`src/rtl/animation_scheduler.sv`:
```
// Queues goal/win events and sequences them into the LED animator.
// Owns game pause and the shared LED bus between game and animation.
module animation_scheduler #(
  parameter int ANIM_CYCLES = 112,
  parameter int GAP_CYCLES  = 8,
  parameter int QUEUE_DEPTH = 4
) (
  input  logic       BALL_CLOCK,
  input  logic       RESET,
  input  logic       ev_goal_1,
  input  logic       ev_goal_2,
  input  logic       ev_win_1,
  input  logic       ev_win_2,
  input  logic       new_game,
  input  logic [7:0] game_led,
  input  logic [7:0] anim_led,
  output logic       goal_player_1,
  output logic       goal_player_2,
  output logic       win_player_1,
  output logic       win_player_2,
  output logic [7:0] led,
  output logic       game_pause,
  output logic       busy,
  output logic       overflow,
  output logic [2:0] queue_count
);

  typedef enum logic [2:0] {
    IDLE, TRIGGER, PLAYING, GAP, GAME_OVER
  } state_t;

  localparam logic [7:0] ANIM_LOAD = 8'(ANIM_CYCLES - 1);
  localparam logic [7:0] GAP_LOAD  = 8'(GAP_CYCLES - 1);
  localparam logic [2:0] FULL_CNT  = 3'(QUEUE_DEPTH);

  state_t     state, state_nxt;
  logic [7:0] cnt, cnt_nxt;
  logic [1:0] fifo [4];
  logic [1:0] rd_ptr, wr_ptr;
  logic [2:0] count;
  logic [1:0] cur_code;
  logic [3:0] trig;

  logic       ev_vld;
  logic [1:0] ev_code;
  logic       pop, accept, full;
  logic       push, ovwr, drop, flush;

  always_comb begin
    ev_vld  = 1'b1;
    ev_code = 2'd0;
    if (ev_win_1)       ev_code = 2'd3;
    else if (ev_win_2)  ev_code = 2'd2;
    else if (ev_goal_1) ev_code = 2'd1;
    else if (ev_goal_2) ev_code = 2'd0;
    else                ev_vld  = 1'b0;
  end

  // A pop in the same cycle frees a slot, so a full queue can still accept.
  assign pop    = (state == IDLE) && (count != 3'd0);
  assign full   = (count == FULL_CNT);
  assign accept = ev_vld && (state != GAME_OVER);
  assign push   = accept && (!full || pop);
  assign drop   = accept && full && !pop;
  assign ovwr   = drop && ev_code[1];
  assign flush  = (state == GAME_OVER) && new_game;

  always_ff @(posedge BALL_CLOCK) begin
    if (push) fifo[wr_ptr] <= ev_code;
    if (ovwr) fifo[2'(wr_ptr - 2'd1)] <= ev_code;
  end

  always_ff @(posedge BALL_CLOCK) begin
    if (RESET || flush) begin
      rd_ptr   <= 2'd0;
      wr_ptr   <= 2'd0;
      count    <= 3'd0;
      overflow <= 1'b0;
    end else begin
      if (pop)  rd_ptr <= rd_ptr + 2'd1;
      if (push) wr_ptr <= wr_ptr + 2'd1;
      count <= count + {2'b0, push} - {2'b0, pop};
      if (drop) overflow <= 1'b1;
    end
  end

  always_ff @(posedge BALL_CLOCK) begin
    if (RESET) begin
      state    <= IDLE;
      cnt      <= 8'd0;
      cur_code <= 2'd0;
      trig     <= 4'd0;
    end else begin
      state <= state_nxt;
      cnt   <= cnt_nxt;
      trig  <= 4'd0;
      if (pop) begin
        cur_code <= fifo[rd_ptr];
        trig     <= 4'd1 << fifo[rd_ptr];
      end
    end
  end

  always_comb begin
    state_nxt = state;
    cnt_nxt   = cnt;
    unique case (state)
      IDLE: if (pop) state_nxt = TRIGGER;
      TRIGGER: begin
        cnt_nxt   = ANIM_LOAD;
        state_nxt = PLAYING;
      end
      PLAYING:
        if (cnt == 8'd0) begin
          cnt_nxt   = GAP_LOAD;
          state_nxt = GAP;
        end else cnt_nxt = cnt - 8'd1;
      GAP:
        if (cnt == 8'd0)
          state_nxt = cur_code[1] ? GAME_OVER : IDLE;
        else cnt_nxt = cnt - 8'd1;
      GAME_OVER: if (new_game) state_nxt = IDLE;
      default: state_nxt = IDLE;
    endcase
  end

  always_comb begin
    led = 8'h00;
    if (!RESET) begin
      unique case (state)
        IDLE:      led = game_led;
        PLAYING:   led = anim_led;
        GAME_OVER: led = cur_code[0] ? 8'hF0 : 8'h0F;
        default:   led = 8'h00;
      endcase
    end
  end

  assign win_player_1  = trig[3];
  assign win_player_2  = trig[2];
  assign goal_player_1 = trig[1];
  assign goal_player_2 = trig[0];
  assign busy          = (state != IDLE);
  assign game_pause    = busy || (count != 3'd0);
  assign queue_count   = count;

endmodule

```
`config.mk`:
```
export PLATFORM = sky130hd
export DESIGN_NAME = animation_scheduler
export DESIGN_NICKNAME = d
export VERILOG_FILES = /design/src/rtl/animation_scheduler.sv
export SDC_FILE = /design/constraint.sdc
export NUM_CORES = 1
export LEC_CHECK = 0
export CAP_MARGIN = 25
export CELL_PAD_IN_SITES_DETAIL_PLACEMENT = 1
export CELL_PAD_IN_SITES_GLOBAL_PLACEMENT = 1
export CORE_MARGIN = 1.5
export CORE_UTILIZATION = 40
export CTS_CLUSTER_SIZE = 24
export DETAILED_ROUTE_END_ITERATION = 12
export PLACE_DENSITY_LB_ADDON = 0.15
export SLEW_MARGIN = 20
export SYNTH_ARGS = -nofsm -noshare
export SYNTH_HDL_FRONTEND = slang
export SYNTH_SLANG_ARGS = --single-unit
```
`constraint.sdc`:
```
create_clock -name BALL_CLOCK -period 4.4 [get_ports BALL_CLOCK]
set_clock_uncertainty 0.2 [all_clocks]
set_input_delay 0.88 -clock BALL_CLOCK [delete_from_list [all_inputs] [get_ports BALL_CLOCK]]
set_output_delay 0.88 -clock BALL_CLOCK [all_outputs]
set_load 0.005 [all_outputs]
```
Word-level counts from Yosys, hierarchy flattened --
Memory sizes are Yosys's and may differ from the RTL's. A register that Yosys moved wholly into a read port is not among the register bits. Cells that the tools add are included.
Operators by class: add/sub/neg operators 6, multipliers 0, divide/modulo/power cells 0, order comparisons 0, equality and inequality tests 11, shift operators 1, muxes and demuxes 28, bitwise logic cells 1, reductions and logical operators 21
Operators by type and width (count):
- $pmux W8 S3 | 2
- $mux W8 | 4
- $mux W3 | 5
- $pmux W3 S5 | 1
- $mux W2 | 6
- $mux W1 | 10
- $ne A2 B2 Y1 const B | 5
- $reduce_bool A3 Y1 | 3
- $logic_not A8 Y1 | 1
- $sub A8 B1 Y8 const B | 1
- $logic_and A1 B1 Y1 | 7
- $eq A3 B2 Y1 const B | 2
- $eq A3 B3 Y1 const B | 2
- $add A2 B1 Y2 const B | 2
- $reduce_and A4 Y1 | 1
- $reduce_or A2 Y1 | 2
- $shl A1 B2 Y4 const A | 1
- $add A3 B1 Y3 | 1
- $eq A3 B1 Y1 const B | 1
- $logic_not A3 Y1 | 1
- $logic_or A1 B1 Y1 | 3
- $ne A3 B3 Y1 const B | 1
- $sub A3 B1 Y3 | 1
- $logic_not A1 Y1 | 2
- other kinds (3) | 3
Word-level totals: register bits 25, bits in latches 0, bits in writable memories 8, memory bits (read-only) 0, input bits 23, output and inout port bits 18, logic and storage cells 77, memories kept 1
Memory list:
- fifo | depth 4, width 2, read ports 1, clocked after memory_dff 1, wr ports 1, line 38 | logic [1:0] fifo [4];

Longest topological paths before layout --
Gate-level depths: netlist (run 1).
depth after elaboration 12, depth in mapped cells 12, depth with buffers taken out 11

Worst setup path before layout (run 1) --
Ideal clock, no wire load.
kind input to register, start point in ev_goal_1, end point reg count[2], in the netlist queue_count[2], library setup time 0.116 ns, arrival time 2.753 ns, required time 4.084 ns, setup slack 1.331 ns, cell stages on the path 11, buffers on the path 0, path through or4_1 > o211a_1 > inv_1 > ha_1 > inv_1 > ha_1 > inv_1 > fa_1 > xor2_1 > xnor2_1 > nor2_1
Between the ends: cells in the longest elaborated chain, start to end 7
Ends and longest elaborated chain:
- start, declared | line 10 | input logic ev_goal_1,
- $mux W1 | line 54 | else if (ev_goal_1) ev_code = 2'd1;
- $mux W1 | line 53 | else if (ev_win_2) ev_code = 2'd2;
- $mux W1 | line 52 | if (ev_win_1) ev_code = 2'd3;
- $logic_and A1 B1 Y1 | line 62 | assign accept = ev_vld && (state != GAME_OVER);
- $logic_and A1 B1 Y1 | line 63 | assign push = accept && (!full || pop);
- $add A3 B1 Y3 | line 82 | count <= count + {2'b0, push} - {2'b0, pop};
- $sub A3 B1 Y3 | line 82
- end signal, assigned | line 82
- end, declared | line 40 | logic [2:0] count;
Every way passes these cells. A chain may end at the register's enable or synchronous reset.

Worst setup path after layout (run 1) --
start point in RESET, end point out led[1]
Between the ends: cells in the longest elaborated chain, start to end 1
Ends and longest elaborated chain:
- start, declared | line 9 | input logic RESET,
- $mux W8 | line 129 | if (!RESET) begin
- end, declared | line 21 | output logic [7:0] led,
Every way passes these cells.

==> run_results.csv, run 1 <==
group,metric,value,unit
detailed_routing,wl_per_cell,17.12,µm
yosys,synth_area_per_cell,9.555,µm²
sta,period_share,79.69,%
global_route,grt_pass1_vias,1727,
cts,cts_root_buf,"clkbuf_8",
outcome,status,"completed",
global_route,grt_pass1_wl,8514,µm
detailed_routing,drc,0,
global_route,grt_max_degree,21,
cts,post-cts-setup-buffers,0,
sta,setup_violations,0,
yosys,synth.distinct_cells,57,
floorplan,die_h,71.77,µm
cts,worst_skew_pair.late_latency,0.28,ns
worst_setup_path,criticalPathCategory,"input port to output port",
sta,finalHoldViolations,0,
pwr,cellPowerDensity,691.3,nW/µm²
floorplan,rows,24,
cts,ctsLongestPathBuffers,2,
sta,period_minus_slack,3.506,ns
placed_design,dp_slack,0.7074,ns
yosys,syn_inst,198,
sta,rsz0062_at_grt,"no",
detailed_routing,ant_nets,0,
global_route,grt_use_total,21.02,%
layout,antennaDiodeCount,0,
layout,nets,265,
floorplan,coreArea,4444,µm²
yosys,ys_seq_area_share,41.27,%
sta,slew_headroom,43.43,%
global_route,gr-total-overflow,0,
worst_setup_path,crit_required,3.32,ns
floorplan,io_pins,41,
pwr,ir_drop,0.0003704,V
detailed_routing,num_vias,1605,
sta,tightest_slew,0.8474,ns
detailed_routing,viasPerCell,5.515,
cts,cts_buffers,5,
worst_setup_path,arrival,2.43,ns
yosys,syn_nets,225,
sta,fin_setup_tns,0,ns
min_path,hold_path.class,"flip-flop to flip-flop",
detailed_routing,drt-initial-drc-count,151,
worst_setup_path,cp-start-kind,"input port",
yosys,ys.flop_type,"dfxtp_1",
pwr,leakage,0.0009162,µW
detailed_routing,postRouteWirelength,4983,µm
sta,setup_slack,0.8938,ns
worst_setup_path,path_max_fanout,8,
yosys,yosys_warnings,0,
yosys,synth_seq_cells,35,
placed_design,numPortBuffers,40,
floorplan,dieWidth,71.77,µm
yosys,syn_area,1892,µm²
floorplan,die_area,5151,µm²
cts,htreeDepth,2,
detailed_routing,drt_first_pass_iters,6,
cts,cts.clk_slew.worst_paths,0.08,ns
cts,cts_tree,"yes",
global_route,antenna_found_initial,0,
placed_design,dp_hpwl,3842,µm
yosys,synth-edff-count,8,
cts,holdBufCountCts,0,
worst_setup_path,endpoint_kind,"output port",
floorplan,start_util,42.57,%
run,maxCapViolations,0,
sta,final_max_slew_viol_count,0,
sta,max_freq,285.2,MHz
placed_design,place.gp.congestion,0.8343,
layout,drive_gt1_share,14.23,%
layout,area_delta_synth_final,28.70,%
cts,cts_resized,0,
yosys,synth-async-reset-ratio,0,%
cts,cts.sinks,35,
[worst max-delay path, stage by stage]
cell and delay, ns:
clkdlybuf4s50_1 0.46, a211o_1 0.40, nor2_1 0.16, clkdlybuf4s50_1 0.53
[metrics by stage]
step	util [%]	total power, µW	std cells	hold slack, ns	cell area [µm²]
2_1_floorplan	-	1102	198	0.2540	1892
3_3_place_gp	52.17	1333	283	0.2627	2318
3_5_place_dp	52.17	1386	283	0.2675	2318
4_1_cts	54.79	1691	291	0.2924	2435
5_1_grt	54.79	1817	291	0.3215	2435
6_report	54.79	1683	291	0.2850	2435
[synth_stat cells, types with 3 or more instances]
| library cell | instances | share of area (%) |
|---|---|---|
| a21o_1 | 3 | 1.2 |
| edfxtp_1 | 8 | 13 |
| nor2_1 | 32 | 6.3 |
| inv_1 | 11 | 2.2 |
| nand2_1 | 9 | 1.8 |
| or3_1 | 4 | 1.3 |
| nand3_1 | 6 | 1.6 |
| xnor2_1 | 4 | 1.9 |
| mux2_2 | 8 | 4.8 |
| o21ai_0 | 3 | 0.79 |
| nand2b_1 | 5 | 1.7 |
| ha_1 | 3 | 2.0 |
| xor2_1 | 3 | 1.4 |
| buf_2 | 4 | 1.1 |
| dfxtp_1 | 27 | 29 |
| a21oi_1 | 16 | 4.2 |
[power breakdown]
group / switching [µW] / internal, µW
registers: 129 / 436
logic: 425 / 393
clock network: 129 / 172
total: 682 / 1000
[layer usage]
layer | up-vias | GRT usage [%] | share of wire, %
met3 | 2 | 5.907 | 4.3
met4 | 0 | 3.145 | 0.26
met2 | 40 | 35.91 | 49
met1 | 775 | 27.10 | 46
met5 | - | 0 | 0
li1 | 788 | - | -
[sequential cells by signal, indices dropped and copies added (netlist names), 2 cells and up, named ones only]
name and flops:
cnt 8, fifo 8, trig 4, queue_count 3
state 3, cur_code 2, rd_ptr 2, wr_ptr 2
[layout make-up]
type | instances | area [µm²]
Clock buffer | 5 | 68.82
Clock inverter | 3 | 47.55
Fill cell | 511 | 2009
Inverter | 12 | 45.04
Multi-Input combinational cell | 143 | 1020
Sequential cell | 35 | 780.7
Tap cell | 52 | 65.06
Timing Repair Buffer | 41 | 407.9
[cell families after synthesis]
group,share of synthesized area [%]
XOR/XNOR,3.241
flip-flops,41.27
multiplexers,7.672
adder cells (fa/ha/maj),3.043
AND/OR/NAND/NOR,25.27
buffers and inverters,4.828
AO/OA/AOI/OAI,14.68
[placed cells by master (no fill, tap or decap), drive strengths merged, types with 2 or more instances in the layout]
cell / count
nand2: 9
ha: 3
mux2: 8
nor2: 34
clkbuf: 5
nand4: 2
inv: 13
nor4b: 4
and3: 2
nor3: 5
nand3: 6
a221oi: 2
clkdlybuf4s50: 40
mux4: 2
a21o: 3
o21ai: 3
a311oi: 2
dfxtp: 27
or3b: 2
or3: 4
xor2: 3
a21oi: 17
xnor2: 4
edfxtp: 8
nor4: 2
nor3b: 2
nand2b: 5
o21a: 2
o22ai: 2
[worst paths after layout]
path                                                   to  cells past startpoint             startpoint  slack (ns)
worst max-delay path                               led[1]                      4                  RESET        0.89
worst min-delay path                overflow$_SDFFE_PP0P_                      2  overflow$_SDFFE_PP0P_        0.28
worst min register to register      overflow$_SDFFE_PP0P_                      2  overflow$_SDFFE_PP0P_        0.28
worst max register to register  queue_count[2]$_SDFF_PP0_                     11  state[1]$_SDFFE_PP0P_        1.41
(Power assumes the default switching activity.)
==> run 2: changes to the inputs <==
- CORE_UTILIZATION: 40 -> 34
- clock period: 4.4 -> 3.14 ns (I/O delays scaled with it)
==> run 2 against run 1 <==
Largest cell class unchanged. Register-to-register slack worse by 0.93 ns. Worst setup slack worse by 0.73 ns. Critical path depth up 8. Routed wire length down 6.2%. Non-clock buffer count up 9.
==> run_results.csv, run 2 (synthesis gave the netlist of run 1 again) <==
group,metric,value,unit
sta,rsz0062_at_grt,"no",
placed_design,dp.cells,309,
layout,nets,274,
worst_setup_path,cp-start-kind,"input port",
cts,ctsLongestPathBuffers,2,
sta,finalHoldViolations,0,
cts,cts_buffers,5,
floorplan,die_h,77.60,µm
sta,setup_slack,0.1649,ns
cts,cts.sinks,35,
detailed_routing,wl_per_cell,14.70,µm
sta,period_share,94.75,%
sta,max_freq,336.1,MHz
layout,area_delta_synth_final,33.66,%
global_route,grt_pass1_wl,7935,µm
cts,holdBufCountCts,0,
detailed_routing,num_vias,1605,
detailed_routing,ant_nets,0,
layout,antennaDiodeCount,0,
floorplan,io_pins,41,
worst_setup_path,crit_required,3.12,ns
outcome,status,"completed",
placed_design,numPortBuffers,40,
global_route,grt_use_total,16.34,%
global_route,grt_max_degree,18,
sta,tightest_slew,0.6654,ns
layout,drive_gt1_share,18.55,%
placed_design,dp_hpwl,3528,µm
sta,whs,0.2734,ns
cts,worst_skew_pair.late_latency,0.29,ns
worst_setup_path,endpoint_kind,"flip-flop",
detailed_routing,drt_first_pass_iters,4,
pwr,cellPowerDensity,927.4,nW/µm²
run,maxCapViolations,0,
min_path,hold_path.class,"flip-flop to flip-flop",
pwr,ir_drop,0.0004291,V
pwr,p_total,2345,µW
pwr,leakage,0.0009594,µW
layout,top_regs,"cnt (8), fifo (8), trig (4)",
detailed_routing,drc,0,
global_route,grt_pass1_vias,1616,
sta,final_max_slew_viol_count,0,
layout,fin_cells,318,
placed_design,dp_slack,-0.2202,ns
sta,slew_headroom,55.30,%
detailed_routing,postRouteWirelength,4674,µm
detailed_routing,drt-initial-drc-count,64,
floorplan,start_util,36.12,%
floorplan,coreArea,5238,µm²
detailed_routing,viasPerCell,5.047,
cts,cts_tree,"yes",
global_route,gr-total-overflow,0,
layout,mostFrequentLayoutCell,"clkdlybuf4s50_1",
sta,setup_violations,0,
cts,cts.clk_slew.worst_paths,0.08,ns
sta,fin_setup_tns,0,ns
global_route,antenna_found_initial,0,
layout,mostFrequentLayoutCells,"clkdlybuf4s50_1, nor2_1, dfxtp_1",
floorplan,rows,26,
worst_setup_path,arrival,2.95,ns
placed_design,place.gp.congestion,0.7302,
worst_setup_path,path_max_fanout,2,
floorplan,dieWidth,77.60,µm
sta,period_minus_slack,2.975,ns
worst_setup_path,criticalPathCategory,"input port to flip-flop",
cts,cts_root_buf,"clkbuf_8",
cts,htreeDepth,2,
floorplan,die_area,6021,µm²
==> run 2: worst max-delay path, stage by stage <==
cell,delay [ns]
clkdlybuf4s50_1,0.42
or4_4,0.55
o211a_1,0.15
inv_1,0.06
ha_1,0.22
inv_1,0.06
ha_1,0.13
inv_1,0.05
fa_2,0.33
xor2_1,0.17
xnor2_1,0.14
nor2_1,0.05
==> run 2: power by group <==
group          leakage [µW]  switching [µW]  internal, µW
combinational      0.000607             592           577
sequential         0.000294             159           612
clock             0.0000581             169           236
total              0.000959             920          1420
==> run 2: per-layer routing <==
metal  vias to the layer above  track usage [%]  wire length, µm
met5                         -                0                0
met4                         0            3.273               25
met3                         2            4.824              245
met2                        44            24.52             2012
met1                       761            23.18             2390
li1                        798                -                -
==> run 2: path summary, 6_finish.rpt <==
| check | start | to | slack, ns | depth (start not counted) |
|---|---|---|---|---|
| max | ev_goal_1 | queue_count[2]$_SDFF_PP0_ | 0.16 | 12 |
| min reg2reg | overflow$_SDFFE_PP0P_ | overflow$_SDFFE_PP0P_ | 0.27 | 2 |
| min | overflow$_SDFFE_PP0P_ | overflow$_SDFFE_PP0P_ | 0.27 | 2 |
| max reg2reg | queue_count[2]$_SDFF_PP0_ | queue_count[2]$_SDFF_PP0_ | 0.48 | 11 |
==> run 2: final cells by class <==
cell class,instances,area (µm²)
Inverter,12,45.04
Multi-Input combinational cell,143,1026
Sequential cell,35,782.0
Clock buffer,5,68.82
Fill cell,615,2709
Tap cell,70,87.58
Timing Repair Buffer,50,475.5
Clock inverter,3,43.79
==> run 2: repair_timing <==
| action | in CTS | in global routing |
|---|---|---|
| buffers inserted | 0 | 1 |
| resized for setup | 0 | 3 |
| hold endpoints to repair | 0 | 0 |
| endpoints found under the setup margin | 0 | 5 |
==> run 2: metrics by stage <==
stage	cell area (µm²)	util [%]
final	2529	48.28
after global routing	2529	48.28
after CTS	2514	47.99
after detailed placement	2401	45.84
after global placement	2401	45.84
after floorplan	1892	-
==> run 3: changes to the inputs <==
- CORE_UTILIZATION: 34 -> 38
- REMOVE_ABC_BUFFERS: not set -> 1
- clock period: 3.14 -> 2.9 ns (I/O delays scaled with it)
==> run 3 against run 2 <==
Worst setup slack worse by 0.096 ns. Sequential cell count unchanged. Critical path type is now input port to output port. Critical endpoint is now led[1]. Largest power group unchanged. Combinational power up 12%.
==> run_results.csv, run 3 (synthesis gave the netlist of run 1 again) <==
group,metric,value,unit
layout,fin_cells,319,
layout,mostFrequentLayoutCell,"clkdlybuf4s50_1",
detailed_routing,num_vias,1642,
worst_setup_path,path_max_fanout,8,
cts,holdBufCountCts,0,
pwr,cellPowerDensity,1008,nW/µm²
pwr,intPower,1583,µW
pwr,pwr-share-comb,50.1,%
cts,cts.clk_slew.worst_paths,0.08,ns
sta,period_share,97.62,%
detailed_routing,postRouteWirelength,4722,µm
sta,max_freq,353.2,MHz
layout,area_delta_synth_final,36.57,%
layout,drive_gt1_share,21.03,%
detailed_routing,drt-initial-drc-count,71,
pwr,leakage,0.001008,µW
cts,cts_root_buf,"clkbuf_8",
sta,period_minus_slack,2.831,ns
cts,ctsLongestPathBuffers,2,
pwr,switching_share,39.20,%
pwr,p_total,2604,µW
min_path,hold_path.class,"flip-flop to flip-flop",
worst_setup_path,criticalPathCategory,"input port to output port",
placed_design,dp.cells,310,
placed_design,place.gp.congestion,0.8046,
pwr,pwr-share-clk,17.2,%
sta,rsz0062_at_grt,"no",
sta,slew_headroom,61.91,%
outcome,status,"completed",
cts,htreeDepth,2,
floorplan,dieWidth,73.56,µm
floorplan,rows,25,
pwr,p_seq_share,32.7,%
sta,setup_violations,0,
placed_design,numPortBuffers,40,
detailed_routing,drt_first_pass_iters,4,
sta,finalHoldViolations,0,
cts,worst_skew_pair.late_latency,0.29,ns
global_route,grt_use_total,18.99,%
sta,final_max_slew_viol_count,0,
floorplan,io_pins,41,
global_route,grt_pass1_wl,7893,µm
global_route,grt_pass1_vias,1621,
pwr,switchingPower,1021,µW
worst_setup_path,arrival,2.05,ns
detailed_routing,wl_per_cell,14.80,µm
floorplan,die_area,5411,µm²
worst_setup_path,cp-start-kind,"input port",
layout,top_regs,"cnt (8), fifo (8), trig (4)",
cts,cts.sinks,35,
floorplan,die_h,73.56,µm
placed_design,dp_hpwl,3552,µm
cts,cts_tree,"yes",
detailed_routing,ant_nets,0,
worst_setup_path,endpoint_kind,"output port",
detailed_routing,drc,0,
floorplan,start_util,39.79,%
global_route,grt_max_degree,18,
detailed_routing,viasPerCell,5.147,
run,maxCapViolations,0,
sta,whs,0.2767,ns
pwr,ir_drop,0.0005497,V
worst_setup_path,crit_required,2.12,ns
cts,cts_buffers,5,
layout,antennaDiodeCount,0,
sta,tightest_slew,0.5662,ns
global_route,gr-total-overflow,0,
layout,nets,278,
layout,mostFrequentLayoutCells,"clkdlybuf4s50_1, nor2_1, dfxtp_1",
global_route,antenna_found_initial,0,
layout,utilization,54.34,%
floorplan,coreArea,4755,µm²
## run 3: area by class of cell
class                           instances  area [µm²]
Clock inverter                          3       43.79
Sequential cell                        35       784.5
Tap cell                               67       83.83
Clock buffer                            5       68.82
Timing Repair Buffer                   54       511.7
Inverter                               12       45.04
Fill cell                             569        2171
Multi-Input combinational cell        143        1046
## run 3: critical path: stages
cell and delay, ns:
clkdlybuf4s50_1 0.48, a211o_4 0.34, nor2_1 0.13, clkdlybuf4s50_1 0.52
## run 3: metal layers
metal  wire [µm]  GRT usage [%]  share of wire, %  vias up
met3         198          4.390               4.2        5
met2        2220          30.53                47       41
met1        2245          25.17                48      782
met4          57          6.173               1.2        0
met5           0              0                 0        -
li1            -              -                 -      814
## run 3: path summary, 6_finish.rpt
kind | slack, ns | depth (start not counted) | startpoint | end
worst max-delay path | 0.07 | 4 | RESET | led[1]
worst min-delay path | 0.28 | 2 | overflow$_SDFFE_PP0P_ | overflow$_SDFFE_PP0P_
worst max register to register | 0.34 | 11 | state[0]$_SDFFE_PP0P_ | queue_count[2]$_SDFF_PP0_
worst min register to register | 0.28 | 2 | overflow$_SDFFE_PP0P_ | overflow$_SDFFE_PP0P_
## run 3: through the flow
step | area, µm² | TNS, ns | setup WS (ns)
after floorplan | 1846 | 0 | 0.1255
final | 2584 | 0 | 0.06898
after global routing | 2584 | 0 | 0.01613
after global placement | 2427 | -0.4650 | -0.3340
after CTS | 2564 | 0 | 0.009292
after detailed placement | 2427 | -0.5575 | -0.3763
## run 3: power by group through the flow
stage,Sequential [µW],Combinational (µW),Clock [µW]
floorplan,824,815,0
global placement,840,1270,0
detailed placement,847,1290,0
CTS,843,1320,457
global route,877,1460,474
finish,851,1310,448
## run 3: repair_timing
action	4_1_cts	5_1_grt
pin swaps	2	2
buffers inserted	1	0
setup endpoints to repair	3	4
gates resized for setup	6	6
